===== src/rtl/seq_bcd_digit_converter_if.sv =====
// Bus between the result/display mux and the sequential BCD digit converter.
// The converter is built with or without the LEADING_ZERO_BLANK_EN macro.
//
// Handshake: i_start is sampled on every rising clock edge. It is accepted only
// while o_busy is low (IDLE). Starts seen while busy are dropped, not queued.
// o_done pulses for one cycle on the edge that updates the six digit codes and
// o_overflow. Those outputs hold until the next o_done.
interface seq_bcd_digit_converter_if;
  logic        i_start;
  logic [39:0] i_value;
  logic        i_sign;
  logic        i_err;
  logic        o_busy;
  logic        o_done;
  logic        o_overflow;
  logic [5:0]  o_digit_pos;
  logic [5:0]  o_ten_pos;
  logic [5:0]  o_hundred_pos;
  logic [5:0]  o_thousand_pos;
  logic [5:0]  o_ten_thousand_pos;
  logic [5:0]  o_hundred_thousand_pos;
  logic [1:0]  dbg_state;

  modport master (
    output i_start, i_value, i_sign, i_err,
    input  o_busy, o_done, o_overflow,
    input  o_digit_pos, o_ten_pos, o_hundred_pos,
    input  o_thousand_pos, o_ten_thousand_pos, o_hundred_thousand_pos,
    input  dbg_state
  );

  modport slave (
    input  i_start, i_value, i_sign, i_err,
    output o_busy, o_done, o_overflow,
    output o_digit_pos, o_ten_pos, o_hundred_pos,
    output o_thousand_pos, o_ten_thousand_pos, o_hundred_thousand_pos,
    output dbg_state
  );
endinterface


===== src/rtl/seq_bcd_digit_converter.sv =====
// Sequential double-dabble binary-to-display-code converter with fixed 21-edge latency.
// Optional macro LEADING_ZERO_BLANK_EN: blank leading zeros and float the minus sign.
module seq_bcd_digit_converter #(
  parameter logic [5:0] CODE_E     = 6'd14,
  parameter logic [5:0] CODE_R     = 6'd27,
  parameter logic [5:0] CODE_BLANK = 6'd36,
  parameter logic [5:0] CODE_MINUS = 6'd37
) (
  input logic                     i_clk,
  input logic                     i_rst,
  seq_bcd_digit_converter_if.slave bus
);

  typedef enum logic [1:0] {
    IDLE   = 2'd0,
    SHIFT  = 2'd1,
    FORMAT = 2'd2
  } state_t;

  state_t      state_q, state_d;
  logic [19:0] bin_q, bin_d;
  logic [23:0] bcd_q, bcd_d;
  logic [4:0]  step_q, step_d;
  logic        sign_q, sign_d;
  logic        err_q, err_d;
  logic        ovf_q, ovf_d;

  logic        busy_q, busy_d;
  logic        done_q, done_d;
  logic        overflow_q, overflow_d;
  logic [5:0]  pos_q [6];
  logic [5:0]  pos_d [6];

  logic [23:0] bcd_adj;
  logic [43:0] shifted;
  logic [5:0]  fmt [6];
  logic [2:0]  msd;
  logic        nonzero;

  // Add-3 correction on every nibble that would reach 10 or more after the shift.
  always_comb begin
    bcd_adj = bcd_q;
    for (int i = 0; i < 6; i++) begin
      if (bcd_q[4*i +: 4] >= 4'd5) begin
        bcd_adj[4*i +: 4] = bcd_q[4*i +: 4] + 4'd3;
      end
    end
    shifted = {bcd_adj, bin_q} << 1;
  end

  // Display formatting of the finished BCD value; index 0 is the 1s position.
  always_comb begin
    msd     = 3'd0;
    nonzero = |bcd_q;
    for (int i = 0; i < 6; i++) begin
      fmt[i] = {2'b00, bcd_q[4*i +: 4]};
      if (bcd_q[4*i +: 4] != 4'd0) begin
        msd = 3'(i);
      end
    end
`ifdef LEADING_ZERO_BLANK_EN
    for (int i = 0; i < 6; i++) begin
      if (3'(i) > msd) begin
        fmt[i] = CODE_BLANK;
      end
    end
    // Minus sits just left of the leading digit; negative zero shows no sign.
    if (sign_q && nonzero) begin
      for (int i = 1; i < 6; i++) begin
        if (3'(i) == msd + 3'd1) begin
          fmt[i] = CODE_MINUS;
        end
      end
    end
`else
    if (sign_q && nonzero) begin
      fmt[5] = CODE_MINUS;
    end
`endif
    if (err_q) begin
      fmt[5] = CODE_BLANK;
      fmt[4] = CODE_BLANK;
      fmt[3] = CODE_BLANK;
      fmt[2] = CODE_E;
      fmt[1] = CODE_R;
      fmt[0] = CODE_R;
    end else if (ovf_q) begin
      fmt[5] = CODE_BLANK;
      fmt[4] = CODE_BLANK;
      fmt[3] = CODE_BLANK;
      fmt[2] = CODE_BLANK;
      fmt[1] = CODE_E;
      fmt[0] = CODE_BLANK;
    end
  end

  always_comb begin
    state_d    = state_q;
    bin_d      = bin_q;
    bcd_d      = bcd_q;
    step_d     = step_q;
    sign_d     = sign_q;
    err_d      = err_q;
    ovf_d      = ovf_q;
    busy_d     = busy_q;
    done_d     = 1'b0;
    overflow_d = overflow_q;
    for (int i = 0; i < 6; i++) begin
      pos_d[i] = pos_q[i];
    end

    case (state_q)
      IDLE: begin
        if (bus.i_start) begin
          bin_d   = bus.i_value[19:0];
          bcd_d   = 24'd0;
          step_d  = 5'd0;
          sign_d  = bus.i_sign;
          err_d   = bus.i_err;
          ovf_d   = (bus.i_value > 40'd999999) ||
                    (bus.i_sign && (bus.i_value > 40'd99999));
          busy_d  = 1'b1;
          state_d = SHIFT;
        end
      end
      SHIFT: begin
        // Steps run regardless of err/overflow so the latency never varies.
        bcd_d  = shifted[43:20];
        bin_d  = shifted[19:0];
        step_d = step_q + 5'd1;
        if (step_q == 5'd19) begin
          state_d = FORMAT;
        end
      end
      FORMAT: begin
        for (int i = 0; i < 6; i++) begin
          pos_d[i] = fmt[i];
        end
        overflow_d = ovf_q && !err_q;
        done_d     = 1'b1;
        busy_d     = 1'b0;
        state_d    = IDLE;
      end
      default: begin
        state_d = IDLE;
        busy_d  = 1'b0;
      end
    endcase
  end

  always_ff @(posedge i_clk or posedge i_rst) begin
    if (i_rst) begin
      state_q    <= IDLE;
      bin_q      <= 20'd0;
      bcd_q      <= 24'd0;
      step_q     <= 5'd0;
      sign_q     <= 1'b0;
      err_q      <= 1'b0;
      ovf_q      <= 1'b0;
      busy_q     <= 1'b0;
      done_q     <= 1'b0;
      overflow_q <= 1'b0;
      for (int i = 0; i < 6; i++) begin
        pos_q[i] <= CODE_BLANK;
      end
    end else begin
      state_q    <= state_d;
      bin_q      <= bin_d;
      bcd_q      <= bcd_d;
      step_q     <= step_d;
      sign_q     <= sign_d;
      err_q      <= err_d;
      ovf_q      <= ovf_d;
      busy_q     <= busy_d;
      done_q     <= done_d;
      overflow_q <= overflow_d;
      for (int i = 0; i < 6; i++) begin
        pos_q[i] <= pos_d[i];
      end
    end
  end

  assign bus.o_busy                 = busy_q;
  assign bus.o_done                 = done_q;
  assign bus.o_overflow             = overflow_q;
  assign bus.o_digit_pos            = pos_q[0];
  assign bus.o_ten_pos              = pos_q[1];
  assign bus.o_hundred_pos          = pos_q[2];
  assign bus.o_thousand_pos         = pos_q[3];
  assign bus.o_ten_thousand_pos     = pos_q[4];
  assign bus.o_hundred_thousand_pos = pos_q[5];
  assign bus.dbg_state              = state_q;

endmodule


===== src/flat_wrapper.sv =====
// flat-port wrapper written by rule: the top's interface ports become plain ports
module seq_bcd_digit_converter_flat 
#(
  parameter logic [5:0] CODE_E     = 6'd14,
  parameter logic [5:0] CODE_R     = 6'd27,
  parameter logic [5:0] CODE_BLANK = 6'd36,
  parameter logic [5:0] CODE_MINUS = 6'd37
)
  (i_clk, i_rst, bus_i_start, bus_i_value, bus_i_sign, bus_i_err, bus_o_busy, bus_o_done, bus_o_overflow, bus_o_digit_pos, bus_o_ten_pos, bus_o_hundred_pos, bus_o_thousand_pos, bus_o_ten_thousand_pos, bus_o_hundred_thousand_pos, bus_dbg_state);
  seq_bcd_digit_converter_if bus_i ();
  input logic i_clk;
  input logic i_rst;
  input wire logic [$bits(bus_i.i_start)-1:0] bus_i_start;
  input wire logic [$bits(bus_i.i_value)-1:0] bus_i_value;
  input wire logic [$bits(bus_i.i_sign)-1:0] bus_i_sign;
  input wire logic [$bits(bus_i.i_err)-1:0] bus_i_err;
  output wire logic [$bits(bus_i.o_busy)-1:0] bus_o_busy;
  output wire logic [$bits(bus_i.o_done)-1:0] bus_o_done;
  output wire logic [$bits(bus_i.o_overflow)-1:0] bus_o_overflow;
  output wire logic [$bits(bus_i.o_digit_pos)-1:0] bus_o_digit_pos;
  output wire logic [$bits(bus_i.o_ten_pos)-1:0] bus_o_ten_pos;
  output wire logic [$bits(bus_i.o_hundred_pos)-1:0] bus_o_hundred_pos;
  output wire logic [$bits(bus_i.o_thousand_pos)-1:0] bus_o_thousand_pos;
  output wire logic [$bits(bus_i.o_ten_thousand_pos)-1:0] bus_o_ten_thousand_pos;
  output wire logic [$bits(bus_i.o_hundred_thousand_pos)-1:0] bus_o_hundred_thousand_pos;
  output wire logic [$bits(bus_i.dbg_state)-1:0] bus_dbg_state;
  assign bus_i.i_start = bus_i_start;
  assign bus_i.i_value = bus_i_value;
  assign bus_i.i_sign = bus_i_sign;
  assign bus_i.i_err = bus_i_err;
  assign bus_o_busy = bus_i.o_busy;
  assign bus_o_done = bus_i.o_done;
  assign bus_o_overflow = bus_i.o_overflow;
  assign bus_o_digit_pos = bus_i.o_digit_pos;
  assign bus_o_ten_pos = bus_i.o_ten_pos;
  assign bus_o_hundred_pos = bus_i.o_hundred_pos;
  assign bus_o_thousand_pos = bus_i.o_thousand_pos;
  assign bus_o_ten_thousand_pos = bus_i.o_ten_thousand_pos;
  assign bus_o_hundred_thousand_pos = bus_i.o_hundred_thousand_pos;
  assign bus_dbg_state = bus_i.dbg_state;
  seq_bcd_digit_converter #(.CODE_E(CODE_E), .CODE_R(CODE_R), .CODE_BLANK(CODE_BLANK), .CODE_MINUS(CODE_MINUS)) u_core (.i_clk(i_clk), .i_rst(i_rst), .bus(bus_i));
endmodule

===== config.mk =====
export PLATFORM = sky130hd
export DESIGN_NAME = seq_bcd_digit_converter_flat
export DESIGN_NICKNAME = d
export VERILOG_FILES = /design/src/rtl/seq_bcd_digit_converter_if.sv /design/src/rtl/seq_bcd_digit_converter.sv /design/src/flat_wrapper.sv
export SDC_FILE = /design/constraint.sdc
export NUM_CORES = 1
export LEC_CHECK = 0
export BUFFER_PORTS_ARGS = -buffer_cell sky130_fd_sc_hd__buf_2
export CAP_MARGIN = 20
export CORE_MARGIN = 5
export CORE_UTILIZATION = 57
export CTS_BUF_LIST = sky130_fd_sc_hd__clkbuf_8
export DETAILED_ROUTE_END_ITERATION = 6
export PLACE_DENSITY = 0.89
export RECOVER_POWER = 25
export SLEW_MARGIN = 20
export SYNTH_ARGS = -nofsm -noshare
export SYNTH_HDL_FRONTEND = slang
export SYNTH_SLANG_ARGS = --single-unit
export TNS_END_PERCENT = 100

===== constraint.sdc =====
create_clock -name i_clk -period 3.94 [get_ports i_clk]
set_clock_uncertainty 0.2 [all_clocks]
set_input_delay 0.591 -clock i_clk [delete_from_list [all_inputs] [get_ports i_clk]]
set_output_delay 0.591 -clock i_clk [all_outputs]
set_load 0.005 [all_outputs]

After elaboration in Yosys (flattened, before gate mapping)
Index checks and enable logic that the tools add are counted.
W data, S select, Z words.
{"block": "totals", "mem_bits_ro": 0, "mem_count": 0, "ramBits": 0, "elab_cells": 70, "inputBits": 45, "register_bits": 93, "output_inout_bits": 41, "latchBits": 0}
{"block": "op_classes", "n_div": 0, "n_mul": 0, "eq_ne": 5, "n_reduce_logical": 12, "mux": 21, "magnitude_cmp": 8, "bitwise": 1, "n_addsub": 7, "shifts": 0}
{"cell": "$mux W36", "count": 2}
{"cell": "$pmux W24 S2", "count": 1}
{"cell": "$gt A40 B17 Y1 const B", "count": 1}
{"cell": "$gt A40 B20 Y1 const B", "count": 1}
{"cell": "$pmux W20 S2", "count": 1}
{"cell": "$ge A4 B3 Y1 const B", "count": 6}
{"cell": "$mux W24", "count": 1}
{"cell": "$reduce_or A24 Y1", "count": 1}
{"cell": "$add A4 B2 Y4 const B", "count": 5}
{"cell": "$mux W20", "count": 1}
{"cell": "$mux W4", "count": 5}
{"cell": "$pmux W5 S2", "count": 1}
{"cell": "$reduce_and A2 Y1", "count": 4}
{"cell": "$mux W6", "count": 1}
{"cell": "$add A5 B1 Y5 const B", "count": 1}
{"cell": "$eq A5 B5 Y1 const B", "count": 1}
{"cell": "$mux W5", "count": 1}
{"cell": "$mux W2", "count": 2}
{"cell": "$pmux W2 S2", "count": 1}
{"cell": "$add A3 B2 Y3 const B", "count": 1}
{"cell": "$logic_and A1 B1 Y1", "count": 3}
{"cell": "$mux W3", "count": 1}
{"cell": "$eq A2 B1 Y1 const B", "count": 1}
{"cell": "$eq A2 B2 Y1 const B", "count": 1}
{"cell": "other kinds (9)", "count": 10}

Logic depth before layout (Yosys ltp)
Gate-level depths: netlist of run 1.
{"block": "depth", "ltp_word": 5, "depth_mapped": 6, "mapped_depth_nobuf": 6}

Worst setup path after synthesis of run 1
No wires, ideal clock.
{"block": "synth_path", "path_kind": "register to register", "startpoint": "register u_core.bcd_q[8]", "endpoint": "register u_core.bcd_q[10]", "period_less_slack_ns": 1.746, "stages_incl_launch_ff": 7, "setup_time_ns": 0.083, "required_ns": 3.657, "arrival_time_ns": 1.463, "slack_ns": 2.194, "n_path_buf": 0, "cell_sequence": "dfrtp_1 inv_1 ha_1 nand2b_1 a21oi_1 mux2_2 o21ai_0"}
{"block": "synth_via", "elab_chain_len": 3, "elab_cells_between_ends": 4, "classes_between": "add/sub: 1; order compare: 1; mux: 2"}
{"element": "start: declaration", "line_no": "seq_bcd_digit_converter.sv:22", "source": "logic [23:0] bcd_q, bcd_d;"}
{"element": "start signal: assignment", "line_no": "seq_bcd_digit_converter.sv:155", "source": "bcd_q <= 24'd0;"}
{"element": "start signal: assignment", "line_no": "seq_bcd_digit_converter.sv:169", "source": "bcd_q <= bcd_d;"}
{"element": "$add A4 B2 Y4 or $ge A4 B3 Y1 (tied branches)", "line_no": "seq_bcd_digit_converter.sv:45, seq_bcd_digit_converter.sv:44"}
{"element": "$mux W4 (*)", "line_no": "seq_bcd_digit_converter.sv:44", "source": "if (bcd_q[4*i +: 4] >= 4'd5) begin"}
{"element": "$pmux W24 S2 (*)", "line_no": "seq_bcd_digit_converter.sv:112", "source": "case (state_q)"}
Every way passes the cells marked *; elsewhere a longest branch is shown, timed or not.
A chain may end at the register's enable or synchronous reset.

Worst setup path in the final report of run 1
{"block": "layout_path", "startpoint": "register u_core.state_q[1] (netlist: u_core.bus.dbg_state[1])", "endpoint": "register u_core.bcd_q[23]"}
{"block": "layout_via", "elab_chain_len": 3, "elab_cells_between_ends": 6, "classes_between": "eq/ne: 2; mux: 1; reduce/logical: 3"}
{"element": "start: declaration", "line_no": "seq_bcd_digit_converter.sv:20", "source": "state_t state_q, state_d;"}
{"element": "start signal: assignment", "line_no": "seq_bcd_digit_converter.sv:167", "source": "state_q <= state_d;"}
{"element": "$eq A2 B1 Y1 or $logic_not A2 Y1 (tied branches)", "line_no": "seq_bcd_digit_converter.sv:112"}
{"element": "$reduce_bool A2 Y1 (no source line) or $ne A2 B2 Y1 (tied branches)"}
{"element": "$reduce_and A2 Y1 (no source line)"}
Several ways; a longest one is shown, not always the timed one.

==> results.yml, run 1 <==
drt:
  first_pass_iters: 4
  vias_per_cell: 5.70
  dr.max_layer_used: "met4"
  num_vias: 3384
  antenna_left: 0
  wl_um: 9040
  drtIter0Drc: 220
  wl_per_cell_um: 15.2
  met1Wirelength_um: 3760
  dr_wl_met3_um: 692
  drc: 0
  routed-wl-met2_um: 4430
sta:
  hold_slack_ps: 209
  max_slew_margin_pct: 4.51
  tightest_slew_ps: 1430
  hold_viol: 0
  period_minus_slack_ps: 2430
  grt_setup_unrepaired: "false"
  tns_ps: 0
  drv_slew: 0
  finalCritPeriodShare_pct: 61.7
  max_freq_mhz: 411
  setup_ws_ps: 1510
  setup_viol: 0
synth:
  synth-warning-count: 0
  ys_seq_area_share_pct: 52.1
  yosys.area_share.simple_pct: 16.8
  synth_mux_area_share_pct: 1.63
  avgSynthCellArea_um2: 9.99
  syn-instance-count: 416
  synthXorXnorAreaFrac_pct: 1.69
  synthAdderAreaFrac_pct: 5.42
  synth_edf_count: 0
  ys_ff_latch: 86
  synth-main-ff-cell: "dfrtp_1"
  syn-cell-area_um2: 4160
  synth_top_family_by_area: "compound AO/OA/AOI/OAI gates"
  synth-compound-area-share_pct: 17.1
  synth.distinct_cells: 45
  synthArstFlopShare_pct: 100
finish:
  stdcell_count: 594
  syn_to_final_growth_pct: 15.3
  final_cell_mix: "buf_2, dfrtp_1, nand2_1"
  nets: 553
  drive_above_1_share_pct: 24.6
  antenna_cells: 0
  final_common_cell: "buf_2"
cts:
  cts_buffer_depth: 2
  cts_setup_buffers: 0
  hold_buffers: 0
  cts_sinks: 86
  clk_pin_slew_ps: 80
  numCtsBuffers: 9
  htreeDepth: 3
  clk_latency_ps: 360
  cts-root-buf: "clkbuf_8"
  cts_tree: "done"
  cts-resized-gates: 0
floorplanning:
  fp.dieW_um: 95.4
  rows: 31
  core-area_um2: 7180
  initial_core_util_pct: 57.9
  die_y_um: 95.4
  ios: 86
  die-area_um2: 9100
placement:
  place_inst: 578
  hpwl_um: 6560
  place_ws_ps: 1330
  place_congestion: 0.920
  portBuffers: 81
worst_setup_path:
  cp-end-kind: "register"
  cp_max_fo: 29
  cp.arrival_ps: 2480
  worstSetupStartpointType: "register"
  worstPathRequired_ps: 3990
  path_class: "register to register"
power:
  ir_worst_vdd_mv: 0.294
  leakage_nw: 2.26
  powerDensity_nw_per_um2: 662
run_status:
  status: "complete, no violations"
grt:
  grt_pass1_wl_um: 15400
  grt_usage_pct: 21.7
  grt_max_degree: 49
  overflow: 0
  grt_pass1_vias: 3378
  antenna_found_initial: 0
job:
  maxCapViolations: 0
min_path:
  hp-class: "input pin to asynchronous set/reset pin"
## final timing paths
| check | start | endpoint | slack [ps] | cells after the start |
|---|---|---|---|---|
| max in group asynchronous | i_rst | u_core.bin_q[2] | 1550 | 3 |
| max | u_core.bus.dbg_state[1] | u_core.bcd_q[23] | 1510 | 4 |
| min reg2reg | u_core.bus.o_ten_pos[2] | u_core.bus.o_ten_pos[2] | 270 | 2 |
| min in group i_clk | bus_i_value[0] | u_core.bin_q[0] | 240 | 3 |
| max reg2reg | u_core.bus.dbg_state[1] | u_core.bcd_q[23] | 1510 | 4 |
| min | i_rst | u_core.bus.o_ten_thousand_pos[3] | 210 | 2 |
## report_power, final
part | switching [mW] | internal [mW]
registers | 0.272 | 1.17
clock network | 0.302 | 0.327
logic | 0.605 | 0.496
## area by class of cell
class                           instances  area (um^2)
Clock inverter                          5         58.8
Fill cell                             554         2380
Multi-Input combinational cell        290         1790
Inverter                               16         61.3
Tap cell                               99          124
Clock buffer                           11          151
Sequential cell                        86         2160
Timing Repair Buffer                   87          445
## logic make-up after synthesis
family                     Yosys count
adders and majority gates           18
DFF                                 86
buffers and inverters               43
and+or+nand+nor                    143
muxes                                6
AOI/OAI and AO/OA                  111
other                                1
xor gates and xnor gates             8
## cell usage after synthesis (all sizes together), types with 8 or more instances
cell type   n  share of area [%]
o31ai      13                2.3
nand2      66                6.0
nand3      23                2.8
nor2       18                1.8
a32o        8                1.9
ha         18                5.4
nor4        8                1.2
a21oi      18                2.2
a22oi      18                3.3
nand2b      8                1.2
o21ai      41                4.9
buf        20                3.1
dfstp      10                6.3
dfrtp      76                 46
inv        16                1.4
## metal layers
layer	vias to the layer above	track usage [%]
met5	-	0
met4	0	7.35
met3	12	4.89
met2	125	35.7
met1	1626	28.4
li1	1621	-
## flip-flops by register name, summed over array words and instances (netlist names)
name	cells
u_core.bus.o_done	1
u_core.sign_q	1
u_core.bcd_q	24
u_core.bus.dbg_state	2
u_core.bus.o_ten_pos	6
u_core.bin_q	20
u_core.ovf_q	1
u_core.step_q	5
u_core.bus.o_hundred_thousand_pos	5
u_core.bus.o_busy	1
u_core.bus.o_thousand_pos	4
u_core.bus.o_digit_pos	4
u_core.bus.o_hundred_pos	5
u_core.err_q	1
u_core.bus.o_ten_thousand_pos	5
u_core.bus.o_overflow	1
## worst max-delay path, stage by stage (launching register included)
cell	delay, ps
dfrtp_1	460
or3b_1	840
nand2_1	460
o31ai_1	140
a32o_1	220
## stage by stage
stage / utilization [%] / total power [mW] / instance area [um^2]
finish: 66.8 / 3.17 / 4790
global route: 66.8 / 3.44 / 4790
CTS: 66.9 / 3.19 / 4800
detailed placement: 63.9 / 2.55 / 4590
global placement: 63.9 / 2.47 / 4590
floorplan: - / 2.24 / 4170
Power figures use the tool's default switching activity.
==> run 2, diff against run 1 <==
==> constraint.sdc (replaced) <==
create_clock -name i_clk -period 2.26 [get_ports i_clk]
set_clock_uncertainty 0.2 [all_clocks]
set_input_delay 0.339 -clock i_clk [delete_from_list [all_inputs] [get_ports i_clk]]
set_output_delay 0.339 -clock i_clk [all_outputs]
set_load 0.005 [all_outputs]
==> run 2 against run 1 <==
Effect of this change: combinational power is 85% higher; cell count is 1.5% higher; critical path depth is 2 higher; routed wire length is 7.4% higher; non-clock buffer count is 9 higher; register-to-register slack worse by 1200 ps; sequential power is 74% higher; flip-flop and latch count stayed put; clock-buffer cell count is 2 lower; setup slack worse by 1200 ps; maximum frequency is 24% higher; hold slack worse by 200 ps.
==> results.yml, run 2 (same netlist as run 1, synthesis figures left out) <==
floorplanning:
  core-area_um2: 7180
  die_y_um: 95.4
  fp.dieW_um: 95.4
  ios: 86
  die-area_um2: 9100
  rows: 31
  initial_core_util_pct: 57.9
worst_setup_path:
  r2r-end: "u_core.bus.o_hundred_thousand_pos[1]"
  cp.arrival_ps: 2060
  crit_slowest_cell: "dfrtp_1"
  path_class: "register to register"
  cp_max_fo: 5
  r2r_slack_ps: 300
  cp-end-kind: "register"
  reg2regPathDepth: 6
  crit_path_max_incr_delay_ps: 420
  regToRegStartpoint: "u_core.bcd_q[16]"
  worstSetupStartpointType: "register"
  crit_path_cell_trace: "inv_1, ha_1, nor4b_1, nand3_1, o21ai_1, a32o_1"
  worstPathRequired_ps: 2360
grt:
  grt_pass1_wl_um: 16400
  overflow: 0
  grt_usage_pct: 23.2
  grt_pass1_vias: 3463
  grt_max_degree: 42
  antenna_found_initial: 0
finish:
  largest_register_ff_count: 24
  syn_to_final_growth_pct: 17.6
  fill_cells: 579
  antenna_cells: 0
  drive_above_1_share_pct: 24.6
  top_register: "u_core.bcd_q"
  final_common_cell: "dfrtp_1"
  nets: 562
  final_cell_mix: "dfrtp_1, buf_2, nand2_1"
power:
  powerDensity_nw_per_um2: 1170
  ir_worst_vdd_mv: 0.512
  total_power_mw: 5.71
  leakage_nw: 2.30
cts:
  clk_pin_slew_ps: 90
  numCtsBuffers: 9
  cts_setup_buffers: 0
  clk_latency_ps: 350
  cts-resized-gates: 0
  cts_buffer_depth: 2
  htreeDepth: 3
  cts_sinks: 86
  cts-root-buf: "clkbuf_8"
  cts_tree: "done"
  hold_buffers: 3
drt:
  first_pass_iters: 5
  vias_per_cell: 5.75
  drtIter0Drc: 232
  antenna_left: 0
  drc: 0
  wl_per_cell_um: 16.1
  num_vias: 3467
  wl_um: 9710
min_path:
  hold_depth: 3
  hp-class: "input pin to register"
  holdPathEnd: "u_core.bin_q[3]"
  hold_start: "bus_i_value[3]"
sta:
  tightest_slew_ps: 1200
  grt_setup_unrepaired: "false"
  finalCritPeriodShare_pct: 86.8
  drv_slew: 0
  setup_viol: 0
  max_freq_mhz: 510
  tns_ps: 0
  period_minus_slack_ps: 1960
  hold_viol: 0
  max_slew_margin_pct: 19.2
run_status:
  status: "complete, no violations"
placement:
  hpwl_um: 6950
  portBuffers: 81
  place_congestion: 0.902
job:
  maxCapViolations: 0
-- run 2: cell count changes in the layout (fill, tap and decap cells not counted) --
cell	before	now
buf_2	80	75
clkbuf_1	2	7
buf_4	5	9
clkinv_2	0	4
dlygate4sd3_1	0	3
buf_12	0	2
clkbuf_8	11	9
bufinv_16	1	2
clkinv_4	2	1
clkinvlp_4	1	0
inv_1	15	14
-- run 2: final cells by class --
cell class,instances,area [um^2],share of cell area (%)
clock inverter,7,88.8,1.82
sequential,86,2160,44.3
timing repair buffer,96,539,11.0
clock buffer,9,124,2.53
multi-input combinational,290,1790,36.5
tap,99,124,2.53
inverter,16,61.3,1.25
-- run 2: where the power goes --
part / internal (mW) / total [mW] / switching [mW]
registers: 2.04 / 2.51 / 0.468
clock network: 0.616 / 1.16 / 0.548
logic: 0.912 / 2.04 / 1.13
total: 3.57 / 5.71 / 2.14
-- run 2: stage by stage --
stage / utilization (%) / setup slack [ps] / hold slack, ps / instances / instance area (um^2)
6_report: 68.1 / 299 / 10.7 / 603 / 4890
4_1_cts: 68.3 / 300 / 1.03 / 603 / 4900
3_5_place_dp: 64.9 / 351 / 243 / 584 / 4660
3_3_place_gp: 64.9 / 431 / 228 / 584 / 4660
5_1_grt: 68.1 / 136 / 25.1 / 603 / 4890
2_1_floorplan: - / 514 / 242 / 419 / 4170
-- run 2: worst max path at each step --
stage                                                 endpoint  slack (ps)        startpoint
after floorplan                               u_core.bcd_q[10]         510   u_core.bcd_q[8]
after global placement                        u_core.bcd_q[10]         430   u_core.bcd_q[9]
after detailed placement                       u_core.bcd_q[2]         350   u_core.bcd_q[0]
after CTS                 u_core.bus.o_hundred_thousand_pos[1]         300  u_core.bcd_q[16]
after global routing      u_core.bus.o_hundred_thousand_pos[1]         140  u_core.bcd_q[16]
final                     u_core.bus.o_hundred_thousand_pos[1]         300  u_core.bcd_q[16]
-- run 2: critical path, delay by kind of cell, from the launching register on --
kind,cells,cell delay [ps]
AOI/OAI and AO/OA,2,570
DFF,1,420
adders and majority gates,1,160
buffers and inverters,1,150
and+or+nand+nor,2,400
-- run 2: layer usage --
layer / up-vias / global-route usage [%] / part of all wire (%)
li1: 1635 / - / -
met1: 1668 / 29.8 / 41
met2: 147 / 38.5 / 49
met3: 17 / 4.42 / 7.3
met4: 0 / 9.83 / 1.9
met5: - / 0 / 0
==> run 3, diff against run 2 <==
--- a/config.mk
+++ b/config.mk
@@ -11,7 +11,7 @@
 export CORE_UTILIZATION = 57
 export CTS_BUF_LIST = sky130_fd_sc_hd__clkbuf_8
 export DETAILED_ROUTE_END_ITERATION = 6
-export PLACE_DENSITY = 0.89
+export PLACE_DENSITY = 0.88
 export RECOVER_POWER = 25
 export SLEW_MARGIN = 20
 export SYNTH_ARGS = -nofsm -noshare
==> run 3 against run 2 <==
Effect of this change: critical path depth stayed put; total power is 0.33% lower; critical endpoint is now u_core.bcd_q[18]; cell area is 0.44% higher; sequential power hardly changed; largest cell class unchanged; die area stayed put; non-clock buffer count is 2 higher; first-iteration DRC count is 9.5% lower; maximum frequency is 1.5% lower; largest power group unchanged; flip-flop and latch count stayed put.
==> results.yml, run 3 (same netlist as run 1, synthesis figures left out) <==
run_status:
  status: "complete, no violations"
grt:
  overflow: 0
  grt_usage_pct: 22.1
  grt_pass1_wl_um: 15600
  grt_max_degree: 87
  grt_pass1_vias: 3400
  antenna_found_initial: 0
sta:
  hold_slack_ps: 23.9
  setup_ws_ps: 269
  grt_setup_unrepaired: "false"
  max_freq_mhz: 502
  setup_viol: 0
  drv_slew: 0
  tns_ps: 0
  period_minus_slack_ps: 1990
  hold_viol: 0
  tightest_slew_ps: 1140
  finalCritPeriodShare_pct: 88.1
  max_slew_margin_pct: 24.3
cts:
  cts-resized-gates: 0
  numCtsBuffers: 9
  cts_tree: "done"
  clk_latency_ps: 360
  cts_sinks: 86
  cts_buffer_depth: 2
  clk_pin_slew_ps: 80
  htreeDepth: 3
  hold_buffers: 7
  cts-root-buf: "clkbuf_8"
  cts_setup_buffers: 0
power:
  total_power_mw: 5.69
  ir_worst_vdd_mv: 0.611
  powerDensity_nw_per_um2: 1160
  leakage_nw: 2.32
worst_setup_path:
  cp_max_fo: 4
  cp.arrival_ps: 2060
  crit_path_max_incr_delay_ps: 410
  cp.buffers_inverters: 1
  regToRegStartpoint: "u_core.bcd_q[16]"
  cp-end-kind: "register"
  r2r-end: "u_core.bcd_q[18]"
  crit_end: "u_core.bcd_q[18]"
  critPathTopFamily: "compound AO/OA/AOI/OAI gates"
  path_class: "register to register"
  reg2regPathDepth: 6
  worstSetupStartpointType: "register"
  crit_path_cell_trace: "inv_1, ha_1, nand2b_1, a21oi_1, mux2_2, o21ai_0"
  crit_slowest_cell: "dfrtp_1"
  worstPathRequired_ps: 2330
  crit_start: "u_core.bcd_q[16]"
  cp.depth: 6
  r2r_slack_ps: 270
floorplanning:
  rows: 31
  initial_core_util_pct: 57.9
  die-area_um2: 9100
  ios: 86
  die_y_um: 95.4
  fp.dieW_um: 95.4
  core-area_um2: 7180
finish:
  nets: 564
  final_common_cell: "buf_2"
  final_cell_mix: "buf_2, dfrtp_1, nand2_1"
  seqCellArea_um2: 2160
  antenna_cells: 0
  design_area_um2: 4910
  largest_register_ff_count: 24
  top_register: "u_core.bcd_q"
  syn_to_final_growth_pct: 18.1
  fill_cells: 563
  multi_input_area_um2: 1790
  drive_above_1_share_pct: 25.3
drt:
  wl_um: 9460
  wl_per_cell_um: 15.6
  antenna_left: 0
  num_vias: 3506
  drtIter0Drc: 210
  drc: 0
  first_pass_iters: 4
  vias_per_cell: 5.80
placement:
  place_ws_ps: 283
  hpwl_um: 6670
  portBuffers: 81
  dpl_cell_area_um2: 4630
  place_congestion: 0.918
job:
  maxCapViolations: 0
min_path:
  hp-class: "input pin to register"
-- run 3: how the worst min path moves through the flow --
| stage | from | to | cells past startpoint |
|---|---|---|---|
| floorplan | u_core.sign_q | u_core.sign_q | 2 |
| global placement | u_core.bus.o_overflow | u_core.bus.o_overflow | 1 |
| detailed placement | u_core.bin_q[18] | u_core.bin_q[18] | 2 |
| CTS | bus_i_sign | u_core.sign_q | 3 |
| global route | bus_i_value[5] | u_core.bin_q[5] | 3 |
| finish | bus_i_value[5] | u_core.bin_q[5] | 3 |
-- run 3: layout make-up --
cell class              instances  area share (%)
clock buffers                  10            2.80
clock inverters                 6            1.71
inverters                      16            1.30
multi-input cells             290            36.4
flip-flops and latches         86            44.1
well taps                      99            2.52
repair buffers                 98            11.2
-- run 3: worst reg2reg max path, stage by stage (launching register included) --
cell      delay (ps)
dfrtp_1          410
inv_1            140
ha_1             230
nand2b_1          80
a21oi_1          280
mux2_2           380
o21ai_0          180
-- run 3: stage by stage --
stage / std cells / util [%]
6_report: 605 / 68.4
5_1_grt: 605 / 68.4
4_1_cts: 605 / 68.6
3_5_place_dp: 582 / 64.6
3_3_place_gp: 582 / 64.6
2_1_floorplan: 419 / -
-- run 3: per-layer routing --
metal | up-vias | GRT usage [%] | part of all wire (%)
li1 | 1644 | - | -
met1 | 1709 | 28.8 | 43
met2 | 139 | 36.6 | 48
met3 | 14 | 4.58 | 7.0
met4 | 0 | 7.94 | 1.8
met5 | - | 0 | 0
-- run 3: report_power, final --
group	internal [mW]	total, mW	leakage, nW	switching, mW
clock	0.650	1.19	0.116	0.539
combinational	0.894	1.99	1.15	1.10
sequential	2.04	2.51	1.06	0.472
total	3.58	5.69	2.32	2.11
